File: src/rtl/simd_operand_loader.sv
// Packs (data, weight) pairs into SIMD vectors, double-buffers them in two slots and issues each
// vector to the MAC accelerator with a start/busy/result handshake.
module simd_operand_loader #(
  parameter int unsigned SIMD_LANES   = 4,
  parameter int unsigned DATA_WIDTH   = 8,
  parameter int unsigned WEIGHT_WIDTH = 8,
  parameter int unsigned TIMEOUT      = 64
) (
  input  logic                               clk,
  input  logic                               rst_n,
  input  logic                               enable,
  input  logic                               in_valid,
  output logic                               in_ready,
  input  logic [DATA_WIDTH-1:0]              in_data,
  input  logic [WEIGHT_WIDTH-1:0]            in_weight,
  input  logic                               in_last,
  output logic [SIMD_LANES*DATA_WIDTH-1:0]   vec_data_out,
  output logic [SIMD_LANES*WEIGHT_WIDTH-1:0] vec_weight_out,
  output logic                               data_valid,
  output logic                               simd_start,
  input  logic                               accel_busy,
  input  logic                               accel_result_valid,
  output logic [1:0]                         fill_level,
  output logic [15:0]                        vectors_issued,
  output logic                               timeout_err
);

  localparam int unsigned VecDw = SIMD_LANES * DATA_WIDTH;
  localparam int unsigned VecWw = SIMD_LANES * WEIGHT_WIDTH;
  localparam int unsigned LaneW = (SIMD_LANES > 1) ? $clog2(SIMD_LANES) : 1;
  localparam int unsigned TmoW  = (TIMEOUT > 1) ? $clog2(TIMEOUT) : 1;
  localparam logic [LaneW-1:0] LastLane = LaneW'(SIMD_LANES - 1);
  localparam logic [TmoW-1:0]  TmoLast  = TmoW'(TIMEOUT - 1);

  typedef enum logic [1:0] {IssueIdle, IssueReq, IssueWait, IssueRelease} issue_state_e;

  issue_state_e     state_q, state_d;
  logic [VecDw-1:0] slot_data_q [2];
  logic [VecDw-1:0] slot_data_d [2];
  logic [VecWw-1:0] slot_weight_q [2];
  logic [VecWw-1:0] slot_weight_d [2];
  logic             wr_ptr_q, wr_ptr_d;
  logic             rd_ptr_q, rd_ptr_d;
  logic [LaneW-1:0] lane_idx_q, lane_idx_d;
  logic [1:0]       count_q, count_d;
  logic [TmoW-1:0]  tmo_cnt_q, tmo_cnt_d;
  logic             tmo_abort_q, tmo_abort_d;
  logic             data_valid_q, data_valid_d;
  logic             simd_start_q, simd_start_d;
  logic [15:0]      vectors_issued_q, vectors_issued_d;
  logic             timeout_err_q, timeout_err_d;

  logic accept;
  logic commit;
  logic release_slot;

  assign in_ready = enable & (count_q != 2'd2);

  always_comb begin
    state_d          = state_q;
    slot_data_d      = slot_data_q;
    slot_weight_d    = slot_weight_q;
    wr_ptr_d         = wr_ptr_q;
    rd_ptr_d         = rd_ptr_q;
    lane_idx_d       = lane_idx_q;
    count_d          = count_q;
    tmo_cnt_d        = tmo_cnt_q;
    tmo_abort_d      = tmo_abort_q;
    data_valid_d     = data_valid_q;
    simd_start_d     = simd_start_q;
    vectors_issued_d = vectors_issued_q;
    timeout_err_d    = timeout_err_q;

    accept       = in_valid & in_ready;
    commit       = accept & (in_last | (lane_idx_q == LastLane));
    release_slot = (state_q == IssueRelease);

    // Lanes above the closing lane are cleared so stale data from the slot's last use never leaks.
    if (accept) begin
      for (int l = 0; l < int'(SIMD_LANES); l++) begin
        if (l == int'(lane_idx_q)) begin
          slot_data_d[wr_ptr_q][l*DATA_WIDTH +: DATA_WIDTH]       = in_data;
          slot_weight_d[wr_ptr_q][l*WEIGHT_WIDTH +: WEIGHT_WIDTH] = in_weight;
        end else if (commit && (l > int'(lane_idx_q))) begin
          slot_data_d[wr_ptr_q][l*DATA_WIDTH +: DATA_WIDTH]       = '0;
          slot_weight_d[wr_ptr_q][l*WEIGHT_WIDTH +: WEIGHT_WIDTH] = '0;
        end
      end
      lane_idx_d = commit ? '0 : lane_idx_q + LaneW'(1);
      if (commit) begin
        wr_ptr_d = ~wr_ptr_q;
      end
    end

    case ({commit, release_slot})
      2'b10:   count_d = count_q + 2'd1;
      2'b01:   count_d = count_q - 2'd1;
      default: count_d = count_q;
    endcase

    unique case (state_q)
      IssueIdle: begin
        if (enable && (count_q != 2'd0)) begin
          state_d      = IssueReq;
          simd_start_d = 1'b1;
          data_valid_d = 1'b1;
        end
      end
      IssueReq: begin
        if (accel_busy) begin
          state_d      = IssueWait;
          simd_start_d = 1'b0;
        end
      end
      IssueWait: begin
        if (accel_result_valid) begin
          state_d      = IssueRelease;
          data_valid_d = 1'b0;
        end else if (tmo_cnt_q == TmoLast) begin
          state_d       = IssueRelease;
          data_valid_d  = 1'b0;
          timeout_err_d = 1'b1;
          tmo_abort_d   = 1'b1;
        end else begin
          tmo_cnt_d = tmo_cnt_q + TmoW'(1);
        end
      end
      IssueRelease: begin
        state_d     = IssueIdle;
        rd_ptr_d    = ~rd_ptr_q;
        tmo_cnt_d   = '0;
        tmo_abort_d = 1'b0;
        if (!tmo_abort_q) begin
          vectors_issued_d = vectors_issued_q + 16'd1;
        end
      end
      default: state_d = IssueIdle;
    endcase
  end

  always_ff @(posedge clk) begin
    if (!rst_n) begin
      state_q          <= IssueIdle;
      slot_data_q      <= '{default: '0};
      slot_weight_q    <= '{default: '0};
      wr_ptr_q         <= 1'b0;
      rd_ptr_q         <= 1'b0;
      lane_idx_q       <= '0;
      count_q          <= 2'd0;
      tmo_cnt_q        <= '0;
      tmo_abort_q      <= 1'b0;
      data_valid_q     <= 1'b0;
      simd_start_q     <= 1'b0;
      vectors_issued_q <= 16'd0;
      timeout_err_q    <= 1'b0;
    end else begin
      state_q          <= state_d;
      slot_data_q      <= slot_data_d;
      slot_weight_q    <= slot_weight_d;
      wr_ptr_q         <= wr_ptr_d;
      rd_ptr_q         <= rd_ptr_d;
      lane_idx_q       <= lane_idx_d;
      count_q          <= count_d;
      tmo_cnt_q        <= tmo_cnt_d;
      tmo_abort_q      <= tmo_abort_d;
      data_valid_q     <= data_valid_d;
      simd_start_q     <= simd_start_d;
      vectors_issued_q <= vectors_issued_d;
      timeout_err_q    <= timeout_err_d;
    end
  end

  // The read slot cannot be written while in flight: the writer only targets it when count is 2.
  assign vec_data_out   = data_valid_q ? slot_data_q[rd_ptr_q] : '0;
  assign vec_weight_out = data_valid_q ? slot_weight_q[rd_ptr_q] : '0;
  assign data_valid     = data_valid_q;
  assign simd_start     = simd_start_q;
  assign fill_level     = count_q;
  assign vectors_issued = vectors_issued_q;
  assign timeout_err    = timeout_err_q;

endmodule

File: config.mk
export PLATFORM = sky130hd
export DESIGN_NAME = simd_operand_loader
export DESIGN_NICKNAME = d
export VERILOG_FILES = /design/src/rtl/simd_operand_loader.sv
export SDC_FILE = /design/constraint.sdc
export NUM_CORES = 1
export LEC_CHECK = 0
export ABC_AREA = 1
export BUFFER_PORTS_ARGS = -buffer_cell sky130_fd_sc_hd__clkbuf_2
export CAP_MARGIN = 15
export CORE_MARGIN = 2
export CORE_UTILIZATION = 45
export DETAILED_ROUTE_END_ITERATION = 16
export PLACE_DENSITY_LB_ADDON = 0.1
export SETUP_SLACK_MARGIN = 0.2
export SLEW_MARGIN = 20
export SYNTH_ARGS = -nofsm -noshare
export SYNTH_HDL_FRONTEND = slang
export SYNTH_SLANG_ARGS = --single-unit
File: constraint.sdc
create_clock -name clk -period 2.1 [get_ports clk]
set_input_delay 0.315 -clock clk [delete_from_list [all_inputs] [get_ports clk]]
set_output_delay 0.315 -clock clk [all_outputs]
set_load 0.1 [all_outputs]
## Yosys cells after proc, flatten, opt, wreduce, memory -nomap -nowiden

Cells that the tools add are included.

| operators by class | value |
|---|---|
| add/subtract/negate cells | 5 |
| order comparisons | 6 |
| equality and inequality tests | 17 |
| multiplexer cells | 69 |
| bitwise logic cells | 10 |
| reduce and logical (&&, ||, !) cells | 20 |

Operators by type and width:

| operator | number |
|---|---|
| two-way mux 64 bit | 20 |
| bitwise mux 64 bit | 14 |
| two-way mux 32 bit | 9 |
| demux 32 bit (select 1 bit) | 4 |
| two-way mux 24 bit | 1 |
| AND reduction 3 bit | 6 |
| adder 16 x 1 -> 16 bit (second input constant) | 1 |
| two-way mux 16 bit | 1 |
| two-way mux 6 bit | 2 |
| != test 2 bit (second input constant) | 6 |
| one-hot mux 6 bit (2 select lines) | 1 |
| two-way mux 2 bit | 5 |
| nonzero test 2 bit | 5 |
| equality test 2 bit (second input constant) | 4 |
| two-way mux 8 bit | 1 |
| one-hot mux 2 bit (4 select lines) | 1 |
| adder 6 x 1 -> 6 bit (second input constant) | 1 |
| equality test 6 bit (second input constant) | 1 |
| two-way mux 1 bit | 6 |
| one-hot mux 1 bit (2 select lines) | 3 |
| logical AND 1 bit | 5 |
| adder 2 x 1 -> 2 bit (second input constant) | 2 |
| equality test 2 x 1 -> 1 bit (second input constant) | 2 |
| equality test 2 bit (first input constant) | 2 |
| other kinds (14) | 24 |

| word-level totals | value |
|---|---|
| flip-flop bits (word level) | 162 |
| output and inout bits | 86 |
| word-level logic and storage cells | 142 |

## Logic depth before layout (Yosys ltp)

| depth | value |
|---|---|
| depth after elaboration | 19 |
| gate-level depth with buffers | 11 |
| gate-level depth less buffers | 11 |

## Worst setup path after synthesis

No wires, ideal clock.

| timing | value |
|---|---|
| path type | reg2reg |
| from | register count_q[0] (netlist: fill_level[0]) |
| to | register slot_data_q[48] (netlist bit) |
| setup time | 0.113 ns |
| data arrival time | 3.644 ns |
| path slack | -1.657 ns |
| cell stages (with the launch flop) | 9 |
| period minus slack after synthesis | 3.757 ns |
| path through | dfxtp_1 inv_2 a21oi_1 nand4_1 nand2_4 nand3_1 buf_2 nor2_1 nor2_1 |

| between the ends | value |
|---|---|
| cells in the longest elaborated chain, start to end | 15 |

RTL lines:

| element | line | source |
|---|---|---|
| start, declared | 45 | `logic [1:0] count_q, count_d;` |
| start signal, assigned | 163 | `count_q <= count_d;` |
| != test 2 bit (*) | 57 | `assign in_ready = enable & (count_q != 2'd2);` |
| bitwise AND 1 bit (*) | 57 |  |
| named net in_ready | 13 | `output logic in_ready,` |
| bitwise AND 1 bit (*) | 74 | `accept = in_valid & in_ready;` |
| bitwise AND 1 bit | 75 | `commit = accept & (in_last \| (lane_idx_q == LastLane));` |
| logical AND 1 bit | 84 | `end else if (commit && (l > int'(lane_idx_q))) begin` |
| two-way mux 64 bit | 84 |  |
| two-way mux 64 bit | 81 | `if (l == int'(lane_idx_q)) begin` |
| two-way mux 64 bit | 79 | `if (accept) begin` |
| bitwise mux 64 bit | 85 | `slot_data_d[wr_ptr_q][l*DATA_WIDTH +: DATA_WIDTH] = '0;` |
| two-way mux 64 bit | 84 |  |
| two-way mux 64 bit | 81 |  |
| two-way mux 64 bit | 79 |  |
| bitwise mux 64 bit | 85 |  |
| two-way mux 64 bit | 84 |  |
| two-way mux 64 bit | 81 |  |
| end signal, assigned | 158 | `slot_data_q <= slot_data_d;` |
| end, declared | 38 | `logic [VecDw-1:0] slot_data_q [2];` |

Mark *: on every way through the listed nets, which the timed path passes. The rest lies on a longest branch. The select of a mux whose other input is x is not followed.
A chain may end at the register's enable or synchronous reset.

## Worst setup path in the final report

| timing | value |
|---|---|
| from | register rd_ptr_q |
| to | output vec_data_out[30] |

| between the ends | value |
|---|---|
| cells in the longest elaborated chain, start to end | 5 |

RTL lines:

| element | line | source |
|---|---|---|
| start, declared | 43 | `logic rd_ptr_q, rd_ptr_d;` |
| start signal, assigned | 161 | `rd_ptr_q <= rd_ptr_d;` |
| inverter 1 -> 2 bit (not written as such) | 174 | `assign vec_data_out = data_valid_q ? slot_data_q[rd_ptr_q] : '0;` |
| two-way mux 32 bit (not written as such) (3 in a row) | 174 |  |
| two-way mux 32 bit | 174 |  |
| end, declared | 17 | `output logic [SIMD_LANES*DATA_WIDTH-1:0] vec_data_out,` |

No other way between the ends. The select of a mux whose other input is x is not followed.

==> results.yml <==
timing:
  number_of_endpoints_failing_setup_at_the_final_stage: 0
  max-slew-margin-rel_pct: 56.7
  hold_violations: 0
  slew_violations: 0
  clock_skew_ps: 7.45
  max_freq_mhz: 505
  setup_slack_ps: 120
  period_needed_ps: 1980
  timing.final.crit_share_pct: 94.3
  max_slew.worst_pin.slew_ps: 648
  rsz0062_at_grt: "yes"
job:
  drv_cap: 0
drt:
  dr.first_iter.drc_count: 670
  detail_route.first_pass.iterations: 6
  drt-vias-per-instance: 5.52
  wl_per_cell_um: 16.4
  antenna_nets_post_route: 0
  drt_drc_violations_left: 0
  wl_met3_mm: 1.50
  finalWirelength_mm: 23.4
  wl_met1_mm: 10.1
  wire_length_on_met2_mm: 11.2
  routed.top_layer: "met4"
  vias: 7894
power:
  power.density_nw_per_um2: 879
  post-layout-total-power_mw: 9.92
  peakVddDrop_mv: 0.772
  power.leakage_nw: 4.13
floorplan:
  fp.coreArea_sq_um: 16600
  fp.dieArea_sq_um: 18100
  starting_density_of_the_core_pct: 46.2
  row_count: 47
  boundaryPins: 109
  die_height_um: 134
  fp.dieW_um: 134
finish:
  final_layout_size_suffix_gt1_share_pct: 28.3
  final_core_utilization_pct: 68.1
  total_nets_final: 1232
  final_cells: 1430
  areaGrowthSynthToFinish_pct: 47.5
  antenna_cells_inserted: 0
synthesis:
  synth_top_family_by_area: "simple AND/OR/NAND/NOR gates"
  fraction_of_the_mapped_netlist_area_in_compound_gates_pct: 18.0
  synth_simple_gate_area_share_pct: 28.4
  synth_nets: 1146
  portion_of_the_post_synthesis_area_used_by_sequential_elements_pct: 42.4
  yosys.area_share.adder_pct: 1.80
  synth_mux_area_share_pct: 0
  avgSynthCellArea_sq_um: 6.88
  synthCells: 1112
  postSynthRegisterBits: 162
  yosysWarnings: 0
  yosysTopAreaCellShare_pct: 42.4
  synth_cell_type_count: 32
  synth_area_sq_um: 7650
  netlist_top_cells_area: "sky130_fd_sc_hd__dfxtp_1, sky130_fd_sc_hd__nand2_1, sky130_fd_sc_hd__nor2_1"
  synth_top_area_cell: "sky130_fd_sc_hd__dfxtp_1"
  synthXorXnorAreaFrac_pct: 0.458
clock_tree:
  clock-root-buffer: "sky130_fd_sc_hd__clkbuf_16"
  tritoncts: "yes"
  cts_max_path_buffers: 2
  cts_made_buffers: 17
  cts.clk_slew.worst_paths_ps: 60
  cts.hold.buffers_added: 0
  numClockSinks: 162
  h-tree-depth: 4
  worstSkewPairLatency_ps: 420
setup_path:
  element_type_at_the_critical_path_end: "output port"
  crit_path_max_fanout: 8
  critPathArrivalTime_ps: 1660
  timing_worst_setup_path_type: "register to output port"
  element_type_at_the_critical_path_start: "register"
  timing.critical_path.required_ps: 1780
global_route:
  grt_pass1_vias: 7282
  global_route_wire_length_before_repair_mm: 37.2
  antenna_found_initial: 0
  grt_overflow: 0
  track_usage_pct: 25.7
  largest_net_degree_at_the_start_of_global_routing: 57
placed_design:
  detailed_place_hpwl_mm: 14.8
  dpl.cell_count: 1380
  place.port_buffers: 108
  gp_congestion: 0.846
  detailedPlace.worstSlack_ps: 195
hold_path:
  min_path_type: "input pin to register"
outcome:
  run_status: "finished clean"
==> per-stage QoR <==
step	instance area [sq um]	hold WS, ps	setup TNS [ps]
after floorplan	8350	434	-154
after global placement	10000	446	0
after detailed placement	10000	450	0
after CTS	10900	258	0
after global routing	11300	304	0
final	11300	273	0
==> cells by family (layout without fill, tap and decap cells) <==
kind of cell    after synthesis  in the layout
simple gates                505            505
buf+inv                     173            271
xor+xnor                      4              4
compound gates              257            257
flops                       162            162
fa+ha+maj                    11             11
==> what timing repair did <==
item,CTS,global route
setup buffers,4,6
setup endpoints to repair,65,150
gates cloned,2,7
gates resized for setup,56,59
pin swaps,5,5
==> cell type report <==
cell class              instances  area [sq um]
fillers                      1348          5300
multi-input cells             777          4630
flip-flops and latches        162          3260
repair buffers                160          2150
clock buffers                  21           482
inverters                      80           305
well taps                     220           275
clock inverters                10           178
==> per-layer routing <==
metal,global-route usage (%),vias up
met2,42.3,305
met1,34.0,3685
met3,4.72,40
li1,-,3864
met5,0,-
met4,8.48,0
==> synth_stat cells <==
library cell and instances:
sky130_fd_sc_hd__nand3b_1 1, sky130_fd_sc_hd__buf_1 6, sky130_fd_sc_hd__ha_1 11, sky130_fd_sc_hd__a21oi_1 126
sky130_fd_sc_hd__nor2_2 4, sky130_fd_sc_hd__nor2_1 180, sky130_fd_sc_hd__buf_4 2, sky130_fd_sc_hd__o21ai_0 94
sky130_fd_sc_hd__nand3_1 95, sky130_fd_sc_hd__clkbuf_1 70, sky130_fd_sc_hd__nor3_1 2, sky130_fd_sc_hd__inv_1 76
sky130_fd_sc_hd__nand3_4 1, sky130_fd_sc_hd__o22ai_1 16, sky130_fd_sc_hd__and2_1 1, sky130_fd_sc_hd__nand2_2 2
sky130_fd_sc_hd__clkinv_1 1, sky130_fd_sc_hd__o21ai_2 1, sky130_fd_sc_hd__nand2_1 182, sky130_fd_sc_hd__nor2_4 2
sky130_fd_sc_hd__xor2_1 4, sky130_fd_sc_hd__a31oi_1 1, sky130_fd_sc_hd__buf_2 14, sky130_fd_sc_hd__nand4_1 32
sky130_fd_sc_hd__inv_2 3, sky130_fd_sc_hd__dfxtp_1 162, sky130_fd_sc_hd__a211oi_1 3, sky130_fd_sc_hd__nor2_8 1
sky130_fd_sc_hd__a32oi_1 16, sky130_fd_sc_hd__nand2_4 1, sky130_fd_sc_hd__buf_6 1, sky130_fd_sc_hd__nand3_2 1
==> path summary, 6_finish.rpt <==
kind,from,endpoint,slack (ps),cells past startpoint
min,accel_result_valid,timeout_err,270,4
max,rd_ptr_q,vec_data_out[30],120,5
min reg2reg,slot_weight_q[40],slot_weight_q[40],460,2
max reg2reg,fill_level[0],slot_weight_q[63],320,7
==> sequential cells by signal, indices dropped and copies added (netlist names), 2 cells and up <==
register        cells
slot_weight_q      64
fill_level          2
state_q             2
vectors_issued     16
slot_data_q        64
lane_idx_q          2
tmo_cnt_q           6
==> power by group <==
part	switching, mW	internal [mW]	leakage, nW
clock	1.24	2.23	0.324
combinational	2.07	1.04	2.48
sequential	0.130	3.21	1.32
==> cell usage in the layout (no fill, tap or decap), types with 25 or more instances in the layout <==
master	count
sky130_fd_sc_hd__nand4_1	32
sky130_fd_sc_hd__a21oi_4	39
sky130_fd_sc_hd__nand2_1	179
sky130_fd_sc_hd__buf_4	33
sky130_fd_sc_hd__nor2_4	38
sky130_fd_sc_hd__nand3_1	93
sky130_fd_sc_hd__dfxtp_1	153
sky130_fd_sc_hd__buf_12	69
sky130_fd_sc_hd__nor2_1	126
sky130_fd_sc_hd__inv_1	74
sky130_fd_sc_hd__o21ai_1	25
sky130_fd_sc_hd__a21oi_1	87
sky130_fd_sc_hd__o21ai_0	44
sky130_fd_sc_hd__clkbuf_2	44
==> worst max-delay path, stage by stage, from the launching register on <==
cell	delay, ps
sky130_fd_sc_hd__dfxtp_4	420
sky130_fd_sc_hd__buf_6	160
sky130_fd_sc_hd__clkbuf_16	160
sky130_fd_sc_hd__buf_4	140
sky130_fd_sc_hd__a21oi_4	160
sky130_fd_sc_hd__buf_12	190
(Power assumes the default switching activity.)
